==> config.mk <==
export PLATFORM = sky130hd
export DESIGN_NAME = mem_port_arbiter
export DESIGN_NICKNAME = d
export VERILOG_FILES = /design/src/rtl/mem_port_arbiter.sv
export SDC_FILE = /design/constraint.sdc
export NUM_CORES = 1
export LEC_CHECK = 0
export CORE_MARGIN = 4
export CORE_UTILIZATION = 38
export DETAILED_ROUTE_END_ITERATION = 7
export GPL_ROUTABILITY_DRIVEN = 0
export MAX_ROUTING_LAYER = met4
export PLACE_DENSITY_LB_ADDON = 0.1
export SETUP_SLACK_MARGIN = 0.3
export SLEW_MARGIN = 10
export SYNTH_ARGS = -nofsm -noshare
export SYNTH_HDL_FRONTEND = slang
export SYNTH_SLANG_ARGS = --single-unit
==> constraint.sdc <==
create_clock -name CLK -period 5.6 [get_ports CLK]
set_input_delay 1.4 -clock CLK [delete_from_list [all_inputs] [get_ports CLK]]
set_output_delay 1.4 -clock CLK [all_outputs]
set_load 0.01 [all_outputs]
==> src/rtl/mem_port_arbiter.sv <==
// rtl/mem_port_arbiter.sv - two-port (instruction/data) round-robin arbiter onto one memory controller
// Single outstanding transaction; completion or timeout is reported on the granted port.
module mem_port_arbiter #(
  parameter int ADDR_W  = 32,
  parameter int DATA_W  = 32,
  parameter int TIMEOUT = 2048
) (
  input  logic              CLK,
  input  logic              reset,
  input  logic              i_req,
  input  logic              i_we,
  input  logic [ADDR_W-1:0] i_addr,
  input  logic [DATA_W-1:0] i_wdata,
  output logic [DATA_W-1:0] i_rdata,
  output logic              i_ack,
  output logic              i_err,
  input  logic              d_req,
  input  logic              d_we,
  input  logic [ADDR_W-1:0] d_addr,
  input  logic [DATA_W-1:0] d_wdata,
  output logic [DATA_W-1:0] d_rdata,
  output logic              d_ack,
  output logic              d_err,
  output logic              mem_start,
  output logic              mem_we,
  output logic [ADDR_W-1:0] mem_addr,
  output logic [DATA_W-1:0] mem_wdata,
  input  logic [DATA_W-1:0] mem_rdata,
  input  logic              mem_done,
  output logic              busy,
  output logic              grant_id
);

  localparam int CNT_W = (TIMEOUT > 2) ? $clog2(TIMEOUT) : 1;
  localparam logic [CNT_W-1:0] CNT_LAST = CNT_W'(TIMEOUT - 1);

  typedef enum logic [1:0] {
    IDLE = 2'd0,
    BUSY = 2'd1,
    DONE = 2'd2
  } state_t;

  state_t           state;
  state_t           state_nxt;
  logic             last_grant;
  logic [CNT_W-1:0] count;
  logic             grant_take;
  logic             grant_sel;
  logic             done_take;
  logic             timeout_take;

  always_ff @(posedge CLK or posedge reset) begin
    if (reset) begin
      state <= IDLE;
    end else begin
      state <= state_nxt;
    end
  end

  // On a tie the port that did not win last time is granted.
  always_comb begin
    state_nxt    = state;
    grant_take   = 1'b0;
    grant_sel    = 1'b0;
    done_take    = 1'b0;
    timeout_take = 1'b0;
    case (state)
      IDLE: begin
        if (i_req || d_req) begin
          grant_take = 1'b1;
          grant_sel  = (i_req && d_req) ? ~last_grant : d_req;
          state_nxt  = BUSY;
        end
      end
      BUSY: begin
        if (mem_done) begin
          done_take = 1'b1;
          state_nxt = DONE;
        end else if (count == CNT_LAST) begin
          timeout_take = 1'b1;
          state_nxt    = DONE;
        end
      end
      DONE: state_nxt = IDLE;
      default: state_nxt = IDLE;
    endcase
  end

  assign busy = (state != IDLE);

  always_ff @(posedge CLK or posedge reset) begin
    if (reset) begin
      last_grant <= 1'b1;
      grant_id   <= 1'b0;
      count      <= '0;
      mem_start  <= 1'b0;
      mem_we     <= 1'b0;
      mem_addr   <= '0;
      mem_wdata  <= '0;
      i_rdata    <= '0;
      d_rdata    <= '0;
      i_ack      <= 1'b0;
      d_ack      <= 1'b0;
      i_err      <= 1'b0;
      d_err      <= 1'b0;
    end else begin
      mem_start <= grant_take;
      i_ack     <= done_take && !grant_id;
      d_ack     <= done_take && grant_id;
      i_err     <= timeout_take && !grant_id;
      d_err     <= timeout_take && grant_id;
      if (grant_take) begin
        last_grant <= grant_sel;
        grant_id   <= grant_sel;
        count      <= '0;
        mem_we     <= grant_sel ? d_we    : i_we;
        mem_addr   <= grant_sel ? d_addr  : i_addr;
        mem_wdata  <= grant_sel ? d_wdata : i_wdata;
      end else if (state == BUSY && !mem_done) begin
        count <= count + CNT_W'(1);
      end
      // Writes complete with an ack only; rdata keeps the last read result.
      if (done_take && !mem_we) begin
        if (grant_id) begin
          d_rdata <= mem_rdata;
        end else begin
          i_rdata <= mem_rdata;
        end
      end
    end
  end

endmodule

Yosys cells after proc, flatten, opt, wreduce, memory -nomap -nowiden

Cells that the tools add are included.

Word-level logic and storage cells: 57
Input bits: 167
Output and inout bits: 136
Register bits: 149

Equal/unequal tests: 4
Reduce and logical (&&, ||, !) cells: 17
Bitwise logic cells: 2
Multiplexer cells: 19
Add/sub/neg operators: 1

Operators with widths:

| cell                    | number |
|---|---|
| $mux W32                | 2 |
| $mux W11                | 2 |
| $add A11 B1 Y11 const B | 1 |
| $eq A11 B11 Y1 const B  | 1 |
| $mux W1                 | 11 |
| $logic_and A1 B1 Y1     | 7 |
| $mux W2                 | 3 |
| $reduce_and A2 Y1       | 3 |
| $pmux W2 S2             | 1 |
| $reduce_bool A2 Y1      | 2 |
| $logic_not A1 Y1        | 3 |
| $ne A3 B3 Y1 const B    | 1 |
| $eq A2 B1 Y1 const B    | 1 |
| $logic_not A2 Y1        | 1 |
| $ne A2 B2 Y1 const B    | 1 |
| $not A1 Y1              | 2 |
| $logic_or A1 B1 Y1      | 1 |

Longest topological paths before layout

Gate-level depths: netlist of the first run.

Depth in word-level cells: 5
Depth in mapped cells: 5
Depth with buffers taken out: 4

Worst setup path before layout of the first run

Ideal clock, no wire load.

Path type: input -> register
Start: in d_req
End: reg mem_addr[0]
Data required time: 5474 ps
Stages: 4
Setup slack: 3104 ps
Library setup time: 126 ps
Arrival time: 2370 ps
Buffers on the path: 1
Path through: nor2_1 -> clkbuf_1 -> nor3b_1 -> a221o_1

Word-level cells in the longest chain between the ends: 5
Elaborated cells on any way between the ends: 8
Those cells by class: mux (6); reduce/logical (2)

RTL lines:

| item                 | line | text |
|---|---|---|
| start, declared      | 17   | `input logic d_req,` |
| $logic_and A1 B1 Y1  | 71   | `grant_sel = (i_req && d_req) ? ~last_grant : d_req;` |
| $mux W1              | 71   |  |
| $mux W1              | 69   | `if (i_req \|\| d_req) begin` |
| $mux W1              | 67   | `case (state)` |
| $mux W32             | 117  | `mem_addr <= grant_sel ? d_addr : i_addr;` |
| end signal, assigned | 117  |  |
| end, declared        | 26   | `output logic [ADDR_W-1:0] mem_addr,` |

Several ways; a longest one is shown, not always the timed one.
A chain may end at the register's enable or synchronous reset.

Worst setup path after layout of the first run

Start: reg state[1]
End: out busy

Word-level cells in the longest chain between the ends: 1

RTL lines:

| item                   | line | text |
|---|---|---|
| start, declared        | 43   | `state_t state;` |
| start signal, assigned | 56   | `state <= state_nxt;` |
| $reduce_bool A2 Y1     | 89   | `assign busy = (state != IDLE);` |
| end, declared          | 30   | `output logic busy,` |

Every way passes these cells.

==> flow_summary_export.csv, run 1 <==
group,metric,value,unit
sta,clock.fmax,273,MHz
global_route,grt_start_max_net_pins,75,
floorplanning,io_pins,303,
floorplanning,std_cell_rows,48,
floorplanning,die_x,142,microns
setup_path,critPathKind,"flop to primary output",
synthesis,yosysSeqAreaShare,54.7,%
floorplanning,die-area,20100,sq um
synthesis,synthesis.nets,701,
finish,multi_input_area,2880,sq um
clocking,cts_buffers,17,
floorplanning,start_util,39.1,%
sta,setup_viol,0,
sta,slew_headroom,28.5,%
synthesis,synth_seq_cells,149,
finish,diodes,0,
hold_path,hp-class,"flop to flop",
finish,fin_area,10600,sq um
synthesis,synth_cells,533,
finish,nFillCells,1379,
placement,placed_area,10000,sq um
run_status,outcome,"finished, final reports clean",
global_route,grt_pass1_vias,6174,
synthesis,synthTopCellsByArea,"dfrtp_1 (54%), mux2_2 (10%), a221o_1 (9.5%)",
routing,drc,0,
setup_path,worst_setup_path_start_kind,"flop",
routing,firstDrtPassIters,6,
global_route,grtUsageTotal,22.5,%
synthesis,synth_common_cells,"dfrtp_1 (148), nor3b_1 (68), and4_1 (67)",
clocking,clk_pin_slew,0.06,ns
synthesis,synth_top_area_share,54.4,%
placement,dp_hpwl,15.5,mm
power,p_per_area,533,nW/um^2
sta,slew_violations,0,
sta,finClkSkew,0.00798,ns
setup_path,crit_arrival,2.26,ns
finish,areaGrowthSynthToFinish,55.7,%
clocking,cts_setup_buffers,0,
synthesis,synth_enable_flop_cells,0,
sta,worstMarginPinSlew,1.07,ns
synthesis,yosysTopAreaCell,"dfrtp_1",
routing,via_per_inst,5.57,
setup_path,path_max_fanout,72,
sta,hold_viol,0,
synthesis,synth_most_common_cell,"dfrtp_1",
clocking,clock-root-buffer,"clkbuf_16",
placement,io_buffers,302,
setup_path,required,4.20,ns
routing,routed_wl,22.1,mm
clocking,worstSkewPairLatency,0.41,ns
setup_path,reg2reg_setup_slack,3.13,ns
power,vdd_drop_max,0.293,mV
synthesis,ys_async_sr_fraction,100,%
sta,post-route-period-util,65.4,%
power,leakagePower,0.00424,uW
floorplanning,fp.dieH,142,microns
synthesis,synth_area,6810,sq um
clocking,htreeDepth,4,
clocking,cts_tree,"yes",
routing,routedWlPerCell,21.1,microns
clocking,clock-sinks,149,
finish,seqCellArea,3730,sq um
synthesis,synth_ff_type,"dfrtp_1",
synthesis,yosysWarningCount,0,
clocking,ctsHoldBuffers,0,
setup_path,end_kind,"primary output",
routing,dr_total_vias,5837,
global_route,antenna_found_initial,0,
sta,tns,0,ns
floorplanning,core,17400,sq um
routing,ant_nets,0,
flow_run,cap_violations,0,
finish,fin_nets,977,
synthesis,avgSynthCellArea,12.8,sq um
finish,drive_above_1_share,13.9,%
sta,fin_crit,3.66,ns
sta,rsz0062_at_grt,"no",
clocking,cts_resized,0,
routing,drtIter0Drc,288,
synthesis,synth.distinct_cells,35,
global_route,grt_pass1_wl,34.6,mm
global_route,overflow,0,
clocking,clockBufferDepth,2,
## kinds of logic (layout without fill, tap and decap cells)
family / Yosys count / after routing / synth area share [%]
AND/OR/NAND/NOR: 166 / 166 / 18.8
AO/OA/AOI/OAI: 85 / 85 / 11.1
flip-flops: 149 / 149 / 54.7
buffers and inverters: 62 / 351 / 3.69
multiplexers: 69 / 69 / 11.3
XOR/XNOR: 1 / 1 / 0.129
adder cells (fa/ha/maj): 1 / 1 / 0.184
## power breakdown
part,internal [uW],switching (uW)
Clock,688,421
Combinational,1500,1150
Sequential,1590,315
## stage by stage
stage / worst slack [ns] / power, uW / std cells / hold WS (ns) / utilization [%]
floorplan: 2.33 / 3120 / 533 / 0.462 / -
global placement: 1.69 / 4520 / 1015 / 0.470 / 57.6
detailed placement: 1.64 / 4590 / 1015 / 0.474 / 57.6
CTS: 1.92 / 5730 / 1047 / 0.487 / 60.9
global route: 1.83 / 5990 / 1047 / 0.494 / 60.9
finish: 1.94 / 5660 / 1047 / 0.480 / 60.9
## critical path, stage by stage, from the launching register on
cell and delay (ns):
dfrtp_1 0.45, nor2_4 0.07, inv_2 0.04, buf_4 0.60, clkdlybuf4s50_1 0.68
## layout by cell type (no fill, tap or decap), drive strengths merged, types with 7 or more instances in the layout
master | netlist | final
dfrtp | 148 | 148
o21ai | 11 | 11
buf | 11 | 12
clkbuf | 45 | 23
nor2 | 7 | 7
a221o | 65 | 65
clkdlybuf4s50 | 0 | 301
nor3b | 68 | 68
mux2 | 64 | 64
clkinv | 1 | 7
and4 | 67 | 67
## final timing paths
| kind | to | cells past startpoint | from |
|---|---|---|---|
| setup / recovery | busy | 4 | state[1]$_DFFE_PP0P_ |
| hold / removal | d_rdata[12]$_DFFE_PP0P_ | 1 | d_rdata[12]$_DFFE_PP0P_ |
| setup reg to reg | mem_wdata[8]$_DFFE_PP0P_ | 4 | last_grant$_DFFE_PP1P_ |
| hold reg to reg | d_rdata[12]$_DFFE_PP0P_ | 1 | d_rdata[12]$_DFFE_PP0P_ |
| max in group asynchronous | mem_wdata[4]$_DFFE_PP0P_ | 3 | reset |
| min in group asynchronous | d_rdata[12]$_DFFE_PP0P_ | 2 | reset |
## metal layers
| layer | GRT usage (%) | vias up | part of all wire, % |
|---|---|---|---|
| li1 | - | 2642 | - |
| met2 | 35.9 | 277 | 49 |
| met5 | - | - | 0 |
| met3 | 5.22 | 32 | 6.9 |
| met4 | 8.54 | 0 | 2.1 |
| met1 | 28.1 | 2886 | 42 |
## layout make-up
class | count | share of cell area, %
timing repair buffer | 313 | 29.4
clock buffer | 23 | 4.51
sequential | 149 | 35.2
inverter | 6 | 0.248
multi-input combinational | 322 | 27.1
clock inverter | 9 | 0.956
tap | 225 | 2.65
## flip-flops by register name, summed over array words and instances, names as in the netlist, 2 cells and up
signal     cells
i_rdata       32
d_rdata       32
mem_addr      32
mem_wdata     32
state          2
count         11
Note: power is estimated with default switching activity, not from simulation.
==> run 2, diff against run 1 <==
- CORE_UTILIZATION: 38 -> 40
- clock period: 5.6 -> 3.6 ns (I/O delays scaled with it)
==> flow_summary_export.csv, run 2 (same netlist as run 1, synthesis figures left out) <==
group,metric,value,unit
hold_path,whs_endpoint,"i_rdata[31]$_DFFE_PP0P_",
sta,fin_crit,2.43,ns
routing,firstDrtPassIters,4,
global_route,antenna_found_initial,1,
floorplanning,core,16600,sq um
routing,routed_wl,22.3,mm
setup_path,critPathKind,"flop to primary output",
setup_path,r2r_cells,5,
floorplanning,io_pins,303,
floorplanning,die-area,19200,sq um
sta,post-route-period-util,67.5,%
routing,routedWlPerCell,21.3,microns
routing,drc,0,
finish,fin_area,10700,sq um
power,p_int,5870,uW
sta,slew_headroom,44.3,%
routing,ant_nets,0,
placement,dp_hpwl,15.7,mm
clocking,cts_buffers,17,
clocking,clk_pin_slew,0.06,ns
global_route,overflow,0,
sta,worstMarginPinSlew,0.834,ns
sta,setup_viol,0,
power,combPwrFrac,46.7,%
setup_path,crit_path_max_incr_delay,0.62,ns
power,p_total,8930,uW
finish,mostFrequentLayoutCells,"clkdlybuf4s50_1 (301), dfrtp_1 (148), nor3b_1 (68)",
routing,dr_total_vias,5890,
power,p_switching,3060,uW
placement,io_buffers,302,
floorplanning,std_cell_rows,47,
setup_path,crit_family,"buffers and inverters",
hold_path,hp-class,"flop to flop",
setup_path,crit_path_cell_trace,"clkdlybuf4s50_1",
setup_path,required,2.70,ns
global_route,grt_start_max_net_pins,150,
finish,fin_nets,981,
setup_path,worst_setup_path_start_kind,"flop",
routing,drtIter0Drc,316,
power,p_per_area,838,nW/um^2
floorplanning,start_util,40.9,%
sta,finClkSkew,0.0137,ns
flow_run,cap_violations,0,
setup_path,path_buf_inv,1,
clocking,clock-root-buffer,"clkbuf_16",
sta,slew_violations,0,
power,p_seq_share,33.0,%
clocking,clock-sinks,149,
power,switching_share,34.3,%
setup_path,crit_arrival,1.53,ns
sta,clock.fmax,411,MHz
global_route,grt_pass1_vias,6249,
sta,tns,0,ns
setup_path,reg2reg_setup_slack,1.53,ns
clocking,cts_tree,"yes",
clocking,cts_resized,0,
clocking,clockBufferDepth,2,
setup_path,path_max_fanout,4,
finish,drive_above_1_share,14.6,%
clocking,htreeDepth,4,
placement,placed_area,10100,sq um
setup_path,r2r_start,"state[1]$_DFFE_PP0P_",
power,vdd_drop_max,0.376,mV
global_route,grt_pass1_wl,34.9,mm
floorplanning,die_x,139,microns
clocking,worstSkewPairLatency,0.42,ns
run_status,outcome,"finished, final reports clean",
routing,via_per_inst,5.63,
power,leakagePower,0.00427,uW
global_route,grtUsageTotal,23.5,%
clocking,cts_setup_buffers,0,
setup_path,critPathSlowestCell,"clkdlybuf4s50_1",
floorplanning,fp.dieH,139,microns
hold_path,min_path_cells,1,
power,clockPowerShare,20.3,%
setup_path,r2r_end,"mem_addr[25]$_DFFE_PP0P_",
sta,rsz0062_at_grt,"no",
finish,layout_commonest_cell,"clkdlybuf4s50_1",
setup_path,end_kind,"primary output",
clocking,ctsHoldBuffers,0,
sta,hold_viol,0,
finish,areaGrowthSynthToFinish,56.4,%
hold_path,hp-start,"i_rdata[31]$_DFFE_PP0P_",
-- run 2: how the worst max path moves through the flow --
stage	end	slack [ns]	from	cells after the start
after floorplan	count[0]$_DFFE_PP0P_	0.83	reset	1
after global placement	mem_addr[8]$_DFFE_PP0P_	0.85	i_req	5
after detailed placement	mem_wdata[24]$_DFFE_PP0P_	0.80	i_req	5
after CTS	mem_we	1.12	mem_we$_DFFE_PP0P_	1
after global routing	mem_we	1.10	mem_we$_DFFE_PP0P_	1
final	mem_we	1.17	mem_we$_DFFE_PP0P_	1
-- run 2: worst register-to-register path, delay by kind of cell, from the launching register on --
family | cells | cell delay (ns)
buf+inv | 2 | 0.78
compound gates | 2 | 0.62
flops | 1 | 0.43
simple gates | 1 | 0.14
-- run 2: power groups by stage --
stage / Sequential (uW) / Clock, uW / Combinational [uW]
after detailed placement: 2950 / 0 / 4210
after floorplan: 3240 / 0 / 1620
after global placement: 2930 / 0 / 4120
after CTS: 2950 / 1840 / 4210
after global routing: 3040 / 1920 / 4440
final: 2950 / 1810 / 4170
-- run 2: layout make-up --
| class | count | area, sq um |
|---|---|---|
| clock inverter | 15 | 178 |
| inverter | 6 | 26.3 |
| fill | 1290 | 5990 |
| sequential | 149 | 3730 |
| tap | 220 | 275 |
| antenna | 1 | 2.50 |
| timing repair buffer | 317 | 3140 |
| multi-input combinational | 322 | 2880 |
| clock buffer | 17 | 425 |
-- run 2: per-layer routing --
| layer | share of wire (%) | global-route usage (%) | up-vias |
|---|---|---|---|
| met5 | 0 | - | - |
| met4 | 2.6 | 8.94 | 0 |
| met3 | 7.8 | 7.08 | 35 |
| met2 | 49 | 36.9 | 279 |
| met1 | 41 | 28.7 | 2929 |
| li1 | - | - | 2647 |
-- run 2: metrics by stage --
stage	setup WS (ns)	cells	utilization, %	hold WS [ns]
after floorplan	0.826	533	-	0.462
after global placement	0.851	1014	60.4	0.470
after detailed placement	0.803	1014	60.4	0.493
after CTS	1.12	1046	64.0	0.505
after global routing	1.10	1047	64.0	0.520
final	1.17	1047	64.0	0.504
